==> src/rtl/alu_pkg.sv <==
// Shared types for the ALU execute stage: the ALUControl encoding and the stage FSM states.
package alu_pkg;

  typedef enum logic [3:0] {
    ALU_AND  = 4'b0000,
    ALU_OR   = 4'b0001,
    ALU_ADD  = 4'b0010,
    ALU_SUB  = 4'b0110,
    ALU_SLT  = 4'b0111,
    ALU_SLTU = 4'b1000,
    ALU_XOR  = 4'b1001,
    ALU_SLL  = 4'b1010,
    ALU_SRL  = 4'b1011,
    ALU_SRA  = 4'b1100
  } alu_ctrl_e;

  typedef enum logic {
    IDLE  = 1'b0,
    SHIFT = 1'b1
  } exec_state_e;

  function automatic logic is_shift(input alu_ctrl_e c);
    return (c == ALU_SLL) || (c == ALU_SRL) || (c == ALU_SRA);
  endfunction

endpackage

==> src/rtl/alu_core.sv <==
// Single-cycle combinational ALU. Shift codes return op A unchanged: the core is
// only consulted for shifts when the shift amount is zero.
module alu_core
  import alu_pkg::*;
#(
  parameter int unsigned XLEN = 32
) (
  input  alu_ctrl_e         i_ctrl,
  input  logic [XLEN-1:0]   i_a,
  input  logic [XLEN-1:0]   i_b,
  output logic [XLEN-1:0]   o_result
);

  logic w_lt_signed;
  logic w_lt_unsigned;

  assign w_lt_signed   = $signed(i_a) < $signed(i_b);
  assign w_lt_unsigned = i_a < i_b;

  always_comb begin
    o_result = '0;
    unique case (i_ctrl)
      ALU_AND:  o_result = i_a & i_b;
      ALU_OR:   o_result = i_a | i_b;
      ALU_XOR:  o_result = i_a ^ i_b;
      ALU_SUB:  o_result = i_a - i_b;
      ALU_SLT:  o_result[0] = w_lt_signed;
      ALU_SLTU: o_result[0] = w_lt_unsigned;
      ALU_SLL,
      ALU_SRL,
      ALU_SRA:  o_result = i_a;
      default:  o_result = i_a + i_b;
    endcase
  end

endmodule

==> src/rtl/alu_exec_stage.sv <==
// Execute stage: one-cycle ALU ops plus iterative one-bit-per-cycle shifts,
// with valid/ready handshakes on both sides and a registered result.
module alu_exec_stage
  import alu_pkg::*;
#(
  parameter int unsigned XLEN    = 32,
  parameter int unsigned SHAMT_W = $clog2(XLEN)
) (
  input  logic            clk,
  input  logic            rst_n,
  input  logic            in_valid,
  output logic            in_ready,
  input  alu_ctrl_e       alu_ctrl,
  input  logic [XLEN-1:0] op_a,
  input  logic [XLEN-1:0] op_b,
  output logic            out_valid,
  input  logic            out_ready,
  output logic [XLEN-1:0] result,
  output logic            zero,
  output logic            busy
);

  exec_state_e          r_state, w_state_nxt;
  logic [XLEN-1:0]      r_work, w_work_nxt;
  logic [SHAMT_W-1:0]   r_cnt, w_cnt_nxt;
  alu_ctrl_e            r_kind, w_kind_nxt;
  logic [XLEN-1:0]      r_result, w_result_nxt;
  logic                 r_zero, w_zero_nxt;
  logic                 r_out_valid, w_out_valid_nxt;

  logic [XLEN-1:0]      w_core_result;
  logic [XLEN-1:0]      w_work_step;
  logic [SHAMT_W-1:0]   w_shamt;
  logic                 w_accept;

  alu_core #(.XLEN(XLEN)) u_core (
    .i_ctrl   (alu_ctrl),
    .i_a      (op_a),
    .i_b      (op_b),
    .o_result (w_core_result)
  );

  assign w_shamt  = op_b[SHAMT_W-1:0];
  assign in_ready = (r_state == IDLE) && (!r_out_valid || out_ready);
  assign w_accept = in_valid && in_ready;

  always_comb begin
    w_work_step = r_work;
    unique case (r_kind)
      ALU_SLL: w_work_step = r_work << 1;
      ALU_SRL: w_work_step = r_work >> 1;
      default: w_work_step = {r_work[XLEN-1], r_work[XLEN-1:1]};
    endcase
  end

  always_comb begin
    w_state_nxt     = r_state;
    w_work_nxt      = r_work;
    w_cnt_nxt       = r_cnt;
    w_kind_nxt      = r_kind;
    w_result_nxt    = r_result;
    w_zero_nxt      = r_zero;
    // A consumed result drops unless a new one is written below on the same edge.
    w_out_valid_nxt = r_out_valid && !out_ready;
    unique case (r_state)
      IDLE: begin
        if (w_accept) begin
          if (is_shift(alu_ctrl) && (w_shamt != '0)) begin
            w_state_nxt = SHIFT;
            w_work_nxt  = op_a;
            w_cnt_nxt   = w_shamt;
            w_kind_nxt  = alu_ctrl;
          end else begin
            w_result_nxt    = w_core_result;
            w_zero_nxt      = (w_core_result == '0);
            w_out_valid_nxt = 1'b1;
          end
        end
      end
      SHIFT: begin
        w_work_nxt = w_work_step;
        w_cnt_nxt  = r_cnt - 1'b1;
        if (r_cnt == SHAMT_W'(1)) begin
          w_state_nxt     = IDLE;
          w_result_nxt    = w_work_step;
          w_zero_nxt      = (w_work_step == '0);
          w_out_valid_nxt = 1'b1;
        end
      end
      default: w_state_nxt = IDLE;
    endcase
  end

  always_ff @(posedge clk or negedge rst_n) begin
    if (!rst_n) begin
      r_state     <= IDLE;
      r_work      <= '0;
      r_cnt       <= '0;
      r_kind      <= ALU_SLL;
      r_result    <= '0;
      r_zero      <= 1'b0;
      r_out_valid <= 1'b0;
    end else begin
      r_state     <= w_state_nxt;
      r_work      <= w_work_nxt;
      r_cnt       <= w_cnt_nxt;
      r_kind      <= w_kind_nxt;
      r_result    <= w_result_nxt;
      r_zero      <= w_zero_nxt;
      r_out_valid <= w_out_valid_nxt;
    end
  end

  assign out_valid = r_out_valid;
  assign result    = r_result;
  assign zero      = r_zero;
  assign busy      = (r_state == SHIFT);

endmodule

==> config.mk <==
export PLATFORM = sky130hd
export DESIGN_NAME = alu_exec_stage
export DESIGN_NICKNAME = d
export VERILOG_FILES = /design/src/rtl/alu_pkg.sv /design/src/rtl/alu_core.sv /design/src/rtl/alu_exec_stage.sv
export SDC_FILE = /design/constraint.sdc
export NUM_CORES = 1
export LEC_CHECK = 0
export BUFFER_PORTS_ARGS = -buffer_cell sky130_fd_sc_hd__buf_2
export CELL_PAD_IN_SITES_DETAIL_PLACEMENT = 1
export CELL_PAD_IN_SITES_GLOBAL_PLACEMENT = 2
export CORE_MARGIN = 2
export CORE_UTILIZATION = 38
export CTS_BUF_LIST = sky130_fd_sc_hd__clkbuf_8 sky130_fd_sc_hd__clkbuf_16
export DETAILED_ROUTE_END_ITERATION = 10
export PLACE_DENSITY = 0.95
export SLEW_MARGIN = 0
export SYNTH_ARGS = -nofsm -noshare
export SYNTH_HDL_FRONTEND = slang
export SYNTH_SLANG_ARGS = --single-unit
==> constraint.sdc <==
create_clock -name clk -period 8.2 [get_ports clk]
set_clock_uncertainty 0.1 [all_clocks]
set_input_delay 1.64 -clock clk [delete_from_list [all_inputs] [get_ports clk]]
set_output_delay 1.64 -clock clk [all_outputs]
set_load 0.02 [all_outputs]
---- Word-level counts from Yosys, hierarchy flattened ----
Cells that the tools add are included.
storage, ports and cells
  flip-flop bits (word level) ............. 76
  word-level logic and storage cells ...... 74
  output and inout port bits .............. 36
  RAM bits ................................ 0
  bits in read-only memories .............. 0
  input bits .............................. 72
  latch bits .............................. 0
  memories ................................ 0
cells by class
  shifts and indexed selects .............. 0
  bitwise operators ....................... 4
  reductions and logical operators ........ 18
  $lt $le $gt $ge ......................... 2
  multipliers ............................. 0
  mux-type cells .......................... 25
  add/sub/neg operators ................... 3
  div/mod/pow operators ................... 0
  equality and inequality tests ........... 15
operators by type and width
  cell                   number
  $pmux W32 S2           3
  $pmux W31 S6           1
  $mux W32               5
  $logic_not A32 Y1      2
  $lt A32 B32 Y1         2
  $add A32 B32 Y32       1
  $and A32 B32 Y32       1
  $or A32 B32 Y32        1
  $sub A32 B32 Y32       1
  $xor A32 B32 Y32       1
  $eq A4 B4 Y1 const B   7
  $mux W5                2
  $pmux W5 S2            1
  $mux W1                9
  $eq A4 B3 Y1 const B   2
  $pmux W1 S7            1
  $pmux W1 S2            3
  $reduce_and A3 Y1      2
  $eq A5 B1 Y1 const B   1
  $reduce_bool A5 Y1     1
  $sub A5 B1 Y5 const B  1
  $eq A4 B1 Y1 const B   1
  $logic_and A1 B1 Y1    4
  $logic_not A4 Y1       1
  8 further kinds        13

---- Logic depth before layout (Yosys ltp) ----
  depth in word-level cells ............... 7
  gate-level depth with buffers ........... 14
  gate-level depth less buffers ........... 14

---- By module ----
A second synthesis with hierarchy kept.
second synthesis, totals
  cells, all modules ...................... 1219
  area total of the unflattened synthesis .. 9464.1 um^2
modules (own cells, without submodules)
  module          area each (um^2)  cells an instance  seq. area each (um^2)  instances
  alu_core        5323.9            831                0.0                    1
  alu_exec_stage  4140.2            388                1904.3                 1

---- Least setup slack after synthesis ----
No wires, ideal clock.
  path type ............................... input port to flip-flop
  start ................................... input port op_a[0]
  end ..................................... register r_zero (netlist: zero)
  buffers on the path ..................... 0
  arrival ................................. 4.741 ns
  stages on the path ...................... 13
  library setup time ...................... 0.092 ns
  slack ................................... 3.267 ns
  data required time ...................... 8.008 ns
  cell sequence ........................... ha_1 fa_1 a21o_1 a221o_1 a31oi_1 nor2_1 or4b_1 nand3_1 nand4b_1 nor4_1 nand4_1 or4_1 o31ai_2
on the way
  word-level cells in the longest chain between the ends .. 6
  elaborated cells on any way between the ends .. 13
  those cells by class .................... add/sub (2); order compare (2); mux (5); bitwise (3); reduce/logical (1)
ends and longest elaborated chain
  element                                             RTL line               text
  from (decl)                                         alu_exec_stage.sv:14   input logic [XLEN-1:0] op_a,
  $add A32 B32 Y32, or another cell as far along      alu_core.sv:32         default: o_result = i_a + i_b;
  $pmux W1 S7 / $pmux W31 S6 (equally long branches)  alu_core.sv:22         unique case (i_ctrl)
  $logic_not A32 Y1 *                                 alu_exec_stage.sv:75   w_zero_nxt = (w_core_result == '0);
  $mux W1 *                                           alu_exec_stage.sv:68   if (is_shift(alu_ctrl) && (w_shamt != '0)) begin
  $mux W1 *                                           alu_exec_stage.sv:67   if (w_accept) begin
  $pmux W1 S2 *                                       alu_exec_stage.sv:65   unique case (r_state)
  to (signal assigned)                                alu_exec_stage.sv:109  r_zero <= w_zero_nxt;
  to (decl)                                           alu_exec_stage.sv:28   logic r_zero, w_zero_nxt;
Every way passes the cells marked *; elsewhere a longest branch is shown, timed or not. The select of a mux whose other input is x is not followed.
A chain may end at the register's enable or synchronous reset.

---- Worst setup path after layout ----
  start ................................... input port alu_ctrl[3]
  end ..................................... register r_zero (netlist: zero)
on the way
  word-level cells in the longest chain between the ends .. 7
  elaborated cells on any way between the ends .. 22
  those cells by class .................... eq/ne (9); mux (5); reduce/logical (8)
ends and longest elaborated chain
  element                                                      RTL line                       text
  from (decl)                                                  alu_exec_stage.sv:13           input alu_ctrl_e alu_ctrl,
  $eq A4 B4 Y1, or another cell as far along                   alu_pkg.sv:23, alu_core.sv:22
  $reduce_or A3 Y1 / $reduce_or A2 Y1 (equally long branches)  --
  $pmux W1 S7 / $pmux W31 S6 (equally long branches)           alu_core.sv:22
  $logic_not A32 Y1                                            alu_exec_stage.sv:75
  $mux W1                                                      alu_exec_stage.sv:68
  $mux W1                                                      alu_exec_stage.sv:67
  $pmux W1 S2                                                  alu_exec_stage.sv:65
Parallel ways exist; a longest one is shown, timed or not. The select of a mux whose other input is x is not followed.

==> impl_metrics.env <==
export IMPL_status="completed"
export IMPL_drcViolationCount=0
export IMPL_vias_per_cell=6.49
export IMPL_synth_seq_area_share_pct=20.4
export IMPL_die_y_um=161
export IMPL_cts_setup_buffers=0
export IMPL_io_pin_count=108
export IMPL_drv_cap=0
export IMPL_yosysTopAreaCellShare_pct=19.8
export IMPL_synth_seq_cells=76
export IMPL_hold_viol=0
export IMPL_gr_usage_all_layers_pct=29.6
export IMPL_diodes=0
export IMPL_startpoint_type="primary input"
export IMPL_ys_warnings_count=0
export IMPL_leakagePower_nw=4.67
export IMPL_crit_slowest_cell="xnor2_1"
export IMPL_clk_path_buf_depth=2
export IMPL_crit_chain="buf_2, nor2b_1, xnor2_1, or2_1, buf_4, nor2_1, a32oi_1, a21boi_0, nand4_1, nor4_1, nand4_1, or4_1, o31ai_2"
export IMPL_ys_flop_type="dfrtp_1"
export IMPL_syn_to_final_growth_pct=12.0
export IMPL_timing_final_ws_setup_ps=2200
export IMPL_synth_most_common_cell="nand2_1"
export IMPL_fin_setup_tns_ps=0
export IMPL_grt_setup_unrepaired="no"
export IMPL_worst_path_max_fanout=30
export IMPL_hpwl_um=29800
export IMPL_worstPathRequired_ps=8350
export IMPL_worst_slew_pin_transition_ps=1010
export IMPL_max_freq_ghz=0.167
export IMPL_layout_drive_gt1_share_pct=12.6
export IMPL_vias=10670
export IMPL_cts_tree="yes"
export IMPL_critical_path_arrival_ps=6160
export IMPL_initialDrtViolationCount=1268
export IMPL_clkLatencyLatePin_ps=340
export IMPL_maxSlewHeadroom_pct=32.6
export IMPL_die_w_um=161
export IMPL_start_util_pct=38.6
export IMPL_synthTopCellsByArea="dfrtp_1, ha_1, nand2_1"
export IMPL_multi_input_area_um2=6780
export IMPL_crit_path_frequent_cell="nand4_1"
export IMPL_cts_root_buf="clkbuf_16"
export IMPL_syn_nets=1443
export IMPL_cts_max_level=3
export IMPL_yosys_top_cells_count="nand2_1, nor2_1, a21oi_1, ha_1, inv_1"
export IMPL_drv_slew=0
export IMPL_yosys_cell_types_count=80
export IMPL_timing_worst_setup_path_type="in2reg"
export IMPL_grt_overflow=0
export IMPL_preCtsSetupSlack_ps=2120
export IMPL_grt_pass1_vias=10374
export IMPL_final_setup_viol_count=0
export IMPL_placementRows=57
export IMPL_syn_area_per_cell_um2=7.36
export IMPL_firstDrtPassIters=8
export IMPL_synth_top_cell_by_area="dfrtp_1"
export IMPL_cts_hold_buffers_added=0
export IMPL_grt_max_degree=77
export IMPL_holdCritPathClass="reg2reg"
export IMPL_routabilityCongestion=0.965
export IMPL_fin_crit_ps=6000
export IMPL_fin_util_pct=43.2
export IMPL_grt_pass1_wl_um=60300
export IMPL_synth_edf_count=0
export IMPL_power_density_nw_per_um2=252
export IMPL_final_fill_count=3091
export IMPL_wl_um=39200
export IMPL_clk_pin_slew_ps=60
export IMPL_numClockSinks=76
export IMPL_synthCells=1271
export IMPL_antenna_found_initial=0
export IMPL_cpPeakStageDelay_ps=610
export IMPL_dieArea_um2=25900
export IMPL_final_antenna_net_count=0
export IMPL_core_um2=24200
export IMPL_synth_area_um2=9350
export IMPL_synthArstFlopShare_pct=100
export IMPL_routedWlPerCell_um=23.8
export IMPL_ctsResizeCount=0
export IMPL_regArea_um2=1900
export IMPL_cts_inserted_buffers=9
export IMPL_finalCritPeriodShare_pct=73.2
export IMPL_io_buffers=107
export IMPL_num_nets_final=1488
export IMPL_irDropWorstVdd_uv=161
export IMPL_end_kind="flip-flop"
## power breakdown
group	internal (mW)	leakage [nW]	switching [mW]
clock network	0.331	0.182	0.155
logic	0.499	3.56	0.969
registers	0.551	0.923	0.137
total	1.38	4.67	1.26
## flip-flops by register name, summed over array words and instances (netlist names)
name,count
out_valid,1
busy,1
r_work,32
result,32
r_kind,4
r_cnt,5
zero,1
## logic make-up (layout without fill, tap and decap cells)
logic type	count (synthesis)	count (layout)	share of synthesized area [%]
compound gates	437	437	31.9
fa+ha+maj	100	100	13.5
mux	36	36	3.93
xor+xnor	13	13	1.22
simple gates	424	424	21.4
buf+inv	185	235	7.63
flops	76	76	20.4
## per-stage QoR
stage          std cells  cell area, um^2  power, mW  hold slack, ps
3_3_place_gp        1629            10100       2.08             345
6_report            1645            10500       2.64             375
2_1_floorplan       1271             9350       1.64             341
4_1_cts             1645            10500       2.62             382
5_1_grt             1645            10500       2.81             398
3_5_place_dp        1629            10100       2.12             363
## cell type report
| type | count | area share, % |
|---|---|---|
| clock buffer | 13 | 2.68 |
| multi-input combinational | 1010 | 64.8 |
| sequential | 76 | 18.2 |
| tap | 324 | 3.87 |
| clock inverter | 3 | 0.860 |
| inverter | 98 | 3.51 |
| timing repair buffer | 121 | 6.14 |
## cells in the final DEF, fill, tap and decap left out, types with 7 or more instances in the layout
cell type | Yosys | routed
nor4_1 | 25 | 24
o21bai_1 | 11 | 11
a31oi_1 | 12 | 12
a21oi_1 | 109 | 109
a21o_1 | 13 | 13
o21ai_0 | 77 | 77
a22oi_1 | 7 | 7
or3_1 | 8 | 8
nand4_1 | 16 | 16
a221oi_1 | 17 | 17
nand2_1 | 150 | 150
o22ai_1 | 15 | 15
o211ai_1 | 22 | 22
a221o_1 | 11 | 11
o221ai_1 | 35 | 35
a21boi_0 | 9 | 9
nand3_1 | 25 | 25
nor2b_1 | 11 | 11
buf_4 | 0 | 15
inv_1 | 96 | 96
clkbuf_16 | 0 | 9
buf_2 | 8 | 106
mux2i_1 | 30 | 30
ha_1 | 98 | 98
nand2b_1 | 9 | 9
nor2_1 | 113 | 110
nor3_1 | 20 | 20
o311ai_0 | 7 | 7
and3_1 | 8 | 8
xnor2_1 | 10 | 10
a211oi_1 | 21 | 21
o31ai_1 | 14 | 14
dfrtp_1 | 74 | 74
## worst max-delay path, delay by kind of cell
kind | cells | cell delay [ps]
XOR/XNOR | 1 | 610
buffers and inverters | 2 | 890
AND/OR/NAND/NOR | 7 | 2080
AO/OA/AOI/OAI | 3 | 890
## routing by layer
metal  up-vias  part of all wire [%]  GRT usage, %
li1       4768                     -             -
met1      5294                    45          42.8
met3        72                   7.8          2.61
met5         -                     0             0
met4         0                   2.9          9.70
met2       536                    44          46.6
## path summary, 6_finish.rpt
kind | startpoint | to | slack [ps] | depth (start not counted)
worst min-delay path | result[24]$_DFFE_PN0P_ | result[24]$_DFFE_PN0P_ | 370 | 2
worst max-delay path | alu_ctrl[3] | zero$_DFFE_PN0P_ | 2200 | 13
min in group asynchronous | rst_n | r_work[7]$_DFFE_PN0P_ | 1360 | 1
worst min register to register | result[24]$_DFFE_PN0P_ | result[24]$_DFFE_PN0P_ | 370 | 2
max in group asynchronous | rst_n | r_work[28]$_DFFE_PN0P_ | 6010 | 1
worst max register to register | busy$_DFF_PN0_ | zero$_DFFE_PN0P_ | 4750 | 11
Power figures use the tool's default switching activity.
